===== config.mk =====
export PLATFORM = sky130hd
export DESIGN_NAME = ili9341_spi_tx
export DESIGN_NICKNAME = d
export VERILOG_FILES = /design/src/rtl/ili9341_spi_tx.sv
export SDC_FILE = /design/constraint.sdc
export NUM_CORES = 1
export LEC_CHECK = 0
export BUFFER_PORTS_ARGS = -buffer_cell sky130_fd_sc_hd__buf_2
export CAP_MARGIN = 20
export CORE_AREA = 2 2 49 51
export CTS_CLUSTER_DIAMETER = 200
export DETAILED_ROUTE_END_ITERATION = 7
export DIE_AREA = 0 0 51 53
export MAX_ROUTING_LAYER = met4
export PLACE_DENSITY = 0.67
export SLEW_MARGIN = 10
export SYNTH_ARGS = -nofsm -noshare
export SYNTH_HDL_FRONTEND = slang
export SYNTH_SLANG_ARGS = --single-unit

===== constraint.sdc =====
create_clock -name i_clk -period 2 [get_ports i_clk]
set_clock_uncertainty 0.2 [all_clocks]
set_input_delay 0.1 -clock i_clk [delete_from_list [all_inputs] [get_ports i_clk]]
set_output_delay 0.1 -clock i_clk [all_outputs]
set_load 0.05 [all_outputs]

===== src/rtl/ili9341_spi_tx.sv =====
// ----------------------------------------------------------------------------
// ili9341_spi_tx
// Byte-wide SPI mode-0 transmitter (MSB first) for the ILI9341 panel.
// SCK is generated from i_clk by a half-period counter, so the block runs
// entirely in the i_clk domain. Bytes arrive over a valid/ready handshake.
// A byte accepted while the previous one is in its post-byte HOLD window
// continues the same CS-low burst.
//
// Parameters
//   HALF_DIV : i_clk cycles per SCK half-period (>= 1)
//   CNT_W    : width of the half-period counter
// Ports
//   i_clk    : system clock
//   rst      : asynchronous reset, active low
//   i_data   : byte to send, sampled at the acceptance edge
//   i_dc     : D/C level for the byte (0 = command, 1 = data)
//   i_valid  : byte offered
//   o_ready  : byte can be accepted this cycle (combinational)
//   o_done   : one-cycle pulse on the last SCK falling edge of a byte
//   o_cs_n   : panel chip select, active low
//   o_sck    : SPI clock, idle low
//   o_mosi   : serial data
//   o_dc     : registered D/C line
// ----------------------------------------------------------------------------
module ili9341_spi_tx #(
  parameter int HALF_DIV = 2,
  parameter int CNT_W    = $clog2(HALF_DIV) + 1
) (
  input  logic       i_clk,
  input  logic       rst,
  input  logic [7:0] i_data,
  input  logic       i_dc,
  input  logic       i_valid,
  output logic       o_ready,
  output logic       o_done,
  output logic       o_cs_n,
  output logic       o_sck,
  output logic       o_mosi,
  output logic       o_dc
);

  typedef enum logic [1:0] {
    IDLE  = 2'd0,
    SHIFT = 2'd1,
    HOLD  = 2'd2
  } state_t;

  localparam logic [CNT_W-1:0] HALF_LAST = CNT_W'(HALF_DIV - 1);
  localparam logic [CNT_W-1:0] HALF_ZERO = {CNT_W{1'b0}};
  localparam logic [CNT_W-1:0] HALF_ONE  = CNT_W'(1);

  state_t           state_r, state_s;
  logic [CNT_W-1:0] half_r, half_s;
  logic [2:0]       bit_r, bit_s;
  // Holds the bits still to be sent below the one currently on MOSI.
  logic [6:0]       shreg_r, shreg_s;
  logic             cs_n_r, cs_n_s;
  logic             sck_r, sck_s;
  logic             mosi_r, mosi_s;
  logic             dc_r, dc_s;
  logic             done_r, done_s;
  logic             accept_s;
  logic             half_wrap_s;

  assign o_ready     = rst & ((state_r == IDLE) | (state_r == HOLD));
  assign accept_s    = i_valid & o_ready;
  assign half_wrap_s = (half_r == HALF_LAST);

  assign o_done = done_r;
  assign o_cs_n = cs_n_r;
  assign o_sck  = sck_r;
  assign o_mosi = mosi_r;
  assign o_dc   = dc_r;

  // Next-state and next-output logic for the transmit FSM.
  always_comb begin
    state_s = state_r;
    half_s  = half_r;
    bit_s   = bit_r;
    shreg_s = shreg_r;
    cs_n_s  = cs_n_r;
    sck_s   = sck_r;
    mosi_s  = mosi_r;
    dc_s    = dc_r;
    done_s  = 1'b0;
    if (accept_s) begin
      // Accept only happens in IDLE or HOLD, where SCK is already low,
      // so reloading MOSI and D/C here never disturbs a high SCK phase.
      state_s = SHIFT;
      half_s  = HALF_ZERO;
      bit_s   = 3'd7;
      shreg_s = i_data[6:0];
      cs_n_s  = 1'b0;
      sck_s   = 1'b0;
      mosi_s  = i_data[7];
      dc_s    = i_dc;
    end else begin
      case (state_r)
        IDLE: begin
          cs_n_s = 1'b1;
          sck_s  = 1'b0;
          half_s = HALF_ZERO;
        end
        SHIFT: begin
          if (half_wrap_s) begin
            half_s = HALF_ZERO;
            if (!sck_r) begin
              sck_s = 1'b1;
            end else begin
              sck_s = 1'b0;
              if (bit_r != 3'd0) begin
                bit_s   = bit_r - 3'd1;
                mosi_s  = shreg_r[6];
                shreg_s = {shreg_r[5:0], 1'b0};
              end else begin
                done_s  = 1'b1;
                state_s = HOLD;
              end
            end
          end else begin
            half_s = half_r + HALF_ONE;
          end
        end
        HOLD: begin
          // CS stays low for one more half-period so a follow-on byte
          // can join the burst.
          sck_s = 1'b0;
          if (half_wrap_s) begin
            state_s = IDLE;
            cs_n_s  = 1'b1;
            half_s  = HALF_ZERO;
          end else begin
            half_s = half_r + HALF_ONE;
          end
        end
        default: begin
          state_s = IDLE;
          half_s  = HALF_ZERO;
          bit_s   = 3'd0;
          cs_n_s  = 1'b1;
          sck_s   = 1'b0;
        end
      endcase
    end
  end

  // State and output registers with asynchronous active-low reset.
  always_ff @(posedge i_clk or negedge rst) begin
    if (!rst) begin
      state_r <= IDLE;
      half_r  <= HALF_ZERO;
      bit_r   <= 3'd0;
      shreg_r <= 7'd0;
      cs_n_r  <= 1'b1;
      sck_r   <= 1'b0;
      mosi_r  <= 1'b0;
      dc_r    <= 1'b0;
      done_r  <= 1'b0;
    end else begin
      state_r <= state_s;
      half_r  <= half_s;
      bit_r   <= bit_s;
      shreg_r <= shreg_s;
      cs_n_r  <= cs_n_s;
      sck_r   <= sck_s;
      mosi_r  <= mosi_s;
      dc_r    <= dc_s;
      done_r  <= done_s;
    end
  end

endmodule


# --- Yosys cells after proc, flatten, opt, wreduce, memory -nomap -nowiden ---
# Index checks and enable logic that the tools add are counted.
word_totals:
  reg_bits: 19
  wordCells: 73
  out_inout_bits: 6
op_classes:
  add_sub_neg: 2
  n_reduce_logical: 12
  n_eq_ne: 11
  mux: 36
  bitwise: 3
ops:
  columns: ["op", "n"]
  rows:
  - ["7-bit 2-to-1 mux", 5]
  - ["1-bit 2-to-1 mux", 16]
  - ["2-bit 2-to-1 mux", 8]
  - ["3-bit inequality test, second input constant", 5]
  - ["3-bit 2-to-1 mux", 4]
  - ["4-bit AND reduction", 2]
  - ["2-bit nonzero test", 4]
  - ["2-bit case mux with 3 select lines", 1]
  - ["3-bit case mux with 2 select lines", 1]
  - ["5-bit AND reduction", 1]
  - ["2-bit by 1-bit equality test with 1-bit output, second input constant", 2]
  - ["2-bit inequality test, second input constant", 2]
  - ["2-bit OR reduction", 2]
  - ["3-bit nonzero test", 1]
  - ["3-bit by 1-bit subtractor with 3-bit output, second input constant", 1]
  - ["2-bit by 1-bit adder with 2-bit output, second input constant", 1]
  - ["1-bit AND", 2]
  - ["2-bit equality test, second input constant", 1]
  - ["2-bit logical NOT", 1]
  - ["2-bit by 1-bit inequality test with 1-bit output, second input constant", 1]
  - ["1-bit case mux with 2 select lines", 1]
  - ["2-bit AND reduction", 1]
  - ["1-bit OR", 1]

# --- Longest topological paths before layout ---
depth:
  depth_word: 6
  mapped_depth: 7
  depth_no_buf: 7

# --- Worst setup path before layout ---
# Ideal clock, no wire load.
synth_timing:
  path_type: "reg2reg"
  start: "reg bit_r[0]"
  end: "reg state_r[1]"
  path_stages_with_launch: 8
  arrival_ns: 1.470
  path_slack_ns: 0.205
  required_time_ns: 1.675
  setup_ns: 0.125
  cell_sequence: "dfrtp_1 -> inv_1 -> ha_1 -> ha_1 -> inv_1 -> a221oi_2 -> a21oi_1 -> mux2_4"
synth_via:
  elab_chain_len: 3
synth_lines:
  columns: ["element", "line", "text"]
  rows:
  - ["start: declaration", "54", "logic [2:0] bit_r, bit_s;"]
  - ["start signal: assignment", "162", "bit_r <= bit_s;"]
  - ["3-bit nonzero test", "111", "if (bit_r != 3'd0) begin"]
  - ["3-bit inequality test (no line)", null, null]
  - ["5-bit AND reduction (no line)", null, null]
  - ["end signal: assignment", "160", "state_r <= state_s;"]
  - ["end: declaration", "52", "state_t state_r, state_s;"]
# No other way between the ends.
# A chain may end at the register's enable or synchronous reset.

# --- Worst setup path after layout ---
layout_timing:
  start: "reg bit_r[1]"
  end: "reg state_r[1]"
# The elaborated chain is that of the path after synthesis.

==> metrics.md <==
| Metric | Value |
|---|---|
| Status | completed |
| GPL Wtd Cong | 0.870 |
| Crit path DAT | 1.91 ns |
| Synth Cell Area | 986 um2 |
| Worst-path clk slew | 0.11 ns |
| IO Count | 18 |
| Synth Instances | 94 |
| Yosys cell types | 30 |
| P per Cell Area | 1430 nW/um2 |
| Async SR Flop Fraction | 1.00 |
| Pins Over Slew Limit | 0 |
| Setup TNS Final | 0 ns |
| Final Hold Fails | 0 |
| Yosys reg bits | 19 |
| Final setup fails | 0 |
| Vias in the first global route | 744 |
| DIE AREA | 2700 um2 |
| Nets@finish | 145 |
| Type of origin of the critical path | register |
| Die height | 53 um |
| Root buf cell | clkbuf_4 |
| Diode count | 0 |
| Share of cells above drive strength 1 | 0.270 |
| Multi-input combinational cell area | 485 um2 |
| Synth warn | 0 |
| Top cell type's share of synthesized area | 0.457 |
| Global Route Usage Sum | 0.185 |
| Required time of the critical path | 2.00 ns |
| Die width | 51 um |
| Net Count, Synth | 112 |
| Relative slew slack | 0.770 |
| Total number of vias | 760 |
| Slew @ Worst Pin | 0.343 ns |
| Initial antenna violation count | 0 |
| Clock sinks | 19 |
| Mapped Avg Cell Area | 10.5 um2 |
| Area of the core | 2150 um2 |
| Routed Antenna Nets | 0 |
| Dominant cell type by area after synthesis | dfrtp_1 |
| Crit Path Category | register to register |
| Worst vdd ir | 0.793 mV |
| Area Overhead vs Synth | 27.9% |
| Fin Hold WS | 0.0871 ns |
| Drt first pass iters | 4 |
| Total wire length | 2040 um |
| First-pass GRT wire length | 3460 um |
| DR WL/cell | 13.2 um |
| DR vias/cell | 4.94 |
| Gr ovfl total | 0 |
| Skew-Pair Late Insertion Delay | 0.30 ns |
| Worst-path fanout max | 4 |
| I/O Buffers | 17 |
| CTS H-tree lvls | 1 |
| Initial Util | 0.459 |
| DRC violations left | 0 |
| Min-Delay Path Class | primary input to register |
| Total power draw | 0.00181 W |
| Post-synth EDFFs | 0 |
| Tmin final | 1.91 ns |
| Filler Cells Inserted | 180 |
| Static Leak | 0.597 nW |
| Row count | 17 |
| Period utilization | 0.956 |
| Pin count of the biggest net entering global routing | 21 |
| FF+latch area | 477 um2 |
| CTS tree | yes |
| DPL Wire Length | 1430 um |
| MaxCap Viol Count | 0 |
| Register area share after synthesis | 0.484 |
| Worst-case clock buffer depth | 2 |
| Inserted Clock Buffers | 3 |
| Top_reg_cell synth | dfrtp_1 |
| Initial drt markers | 5 |
| Top cells by area, synth | dfrtp_1 46%, ha_1 7.6%, nand2_1 7.2% |
| Achievable Freq | 523 MHz |
| Capturing element type of the critical path | register |
| R2r setup slk | 0.09 ns |
[critical path: stages (launching register included)]
cell and delay (ns):
dfrtp_1 0.41, inv_1 0.06, ha_1 0.18, ha_4 0.16, inv_1 0.06, a221oi_2 0.29
a21oi_1 0.13, mux2_4 0.31
[per-layer routing]
metal	up-vias	part of all wire	track usage
met3	6	0.031	0.0339
met1	350	0.45	0.244
met5	-	0	-
met4	0	0.026	0.0946
met2	17	0.49	0.275
li1	387	-	-
[power breakdown]
group,switching (W),total (W),internal [W],leakage (nW)
Clock,0.000120,0.000198,0.0000779,0.0150
Combinational,0.000563,0.000936,0.000373,0.345
Sequential,0.000118,0.000672,0.000554,0.237
Total,0.000801,0.00181,0.00100,0.597
[stage by stage]
stage / worst slack, ns / util / std cells / area, um2
6_report: 0.0875 / 0.587 / 154 / 1260
5_1_grt: -0.00340 / 0.587 / 154 / 1260
4_1_cts: 0.0507 / 0.578 / 154 / 1240
2_1_floorplan: 0.205 / - / 94 / 986
3_3_place_gp: 0.152 / 0.519 / 140 / 1110
3_5_place_dp: 0.0656 / 0.519 / 140 / 1110
[kinds of logic after synthesis]
family / synth area share
compound gates: 0.135
xor+xnor: 0.00888
fa+ha+maj: 0.0761
buf+inv: 0.0444
flops: 0.484
mux: 0.0863
simple gates: 0.166
[timing repair]
item | in CTS | in global routing
hold buffers | 10 | 0
hold endpoints to repair | 28 | 0
gates resized for setup | 0 | 4
setup endpoints to repair | 0 | 10
setup buffers | 0 | 0
[sequential cells by signal, indices dropped and copies added, names as in the netlist, 2 cells and up]
name and count:
shreg_r 7, bit_r 3, state_r 2, half_r 2
[layout by cell type, fill, tap and decap left out, types with 2 or more instances in the layout]
cell type / count
buf_2: 17
nor2_1: 2
clkbuf_4: 3
ha_1: 4
dlygate4sd3_1: 10
a221o_1: 2
nand2_1: 19
a21oi_1: 3
inv_1: 6
dfrtp_1: 18
buf_4: 4
o21ai_0: 2
o31ai_1: 2
o21ai_1: 7
mux2i_1: 7
[area by class of cell]
| type | count | share of cell area |
|---|---|---|
| multi-input cells | 66 | 0.385 |
| flip-flops and latches | 19 | 0.378 |
| repair buffers | 31 | 0.171 |
| well taps | 28 | 0.0278 |
| clock buffers | 4 | 0.0208 |
| inverters | 6 | 0.0179 |
[cells in the mapped netlist, drive strengths merged (2+ instances only)]
cell and count:
or2 2, a21oi 3, a221o 2, nor2 3, nand2 19, ha 6
mux2i 7, o21ai 9, nor3b 2, dfrtp 18, o31ai 2, buf 3
inv 6
[worst paths after layout]
| path | start | endpoint | cells after the start |
|---|---|---|---|
| worst max-delay path | bit_r[1] | state_r[1] | 7 |
| worst min-delay path | i_valid | o_dc | 5 |
| worst max register to register | bit_r[1] | state_r[1] | 7 |
| worst min register to register | o_dc | o_dc | 2 |
| max in group asynchronous | rst | o_cs_n | 3 |
| min in group asynchronous | rst | o_mosi | 3 |
Power figures use the tool's default switching activity.
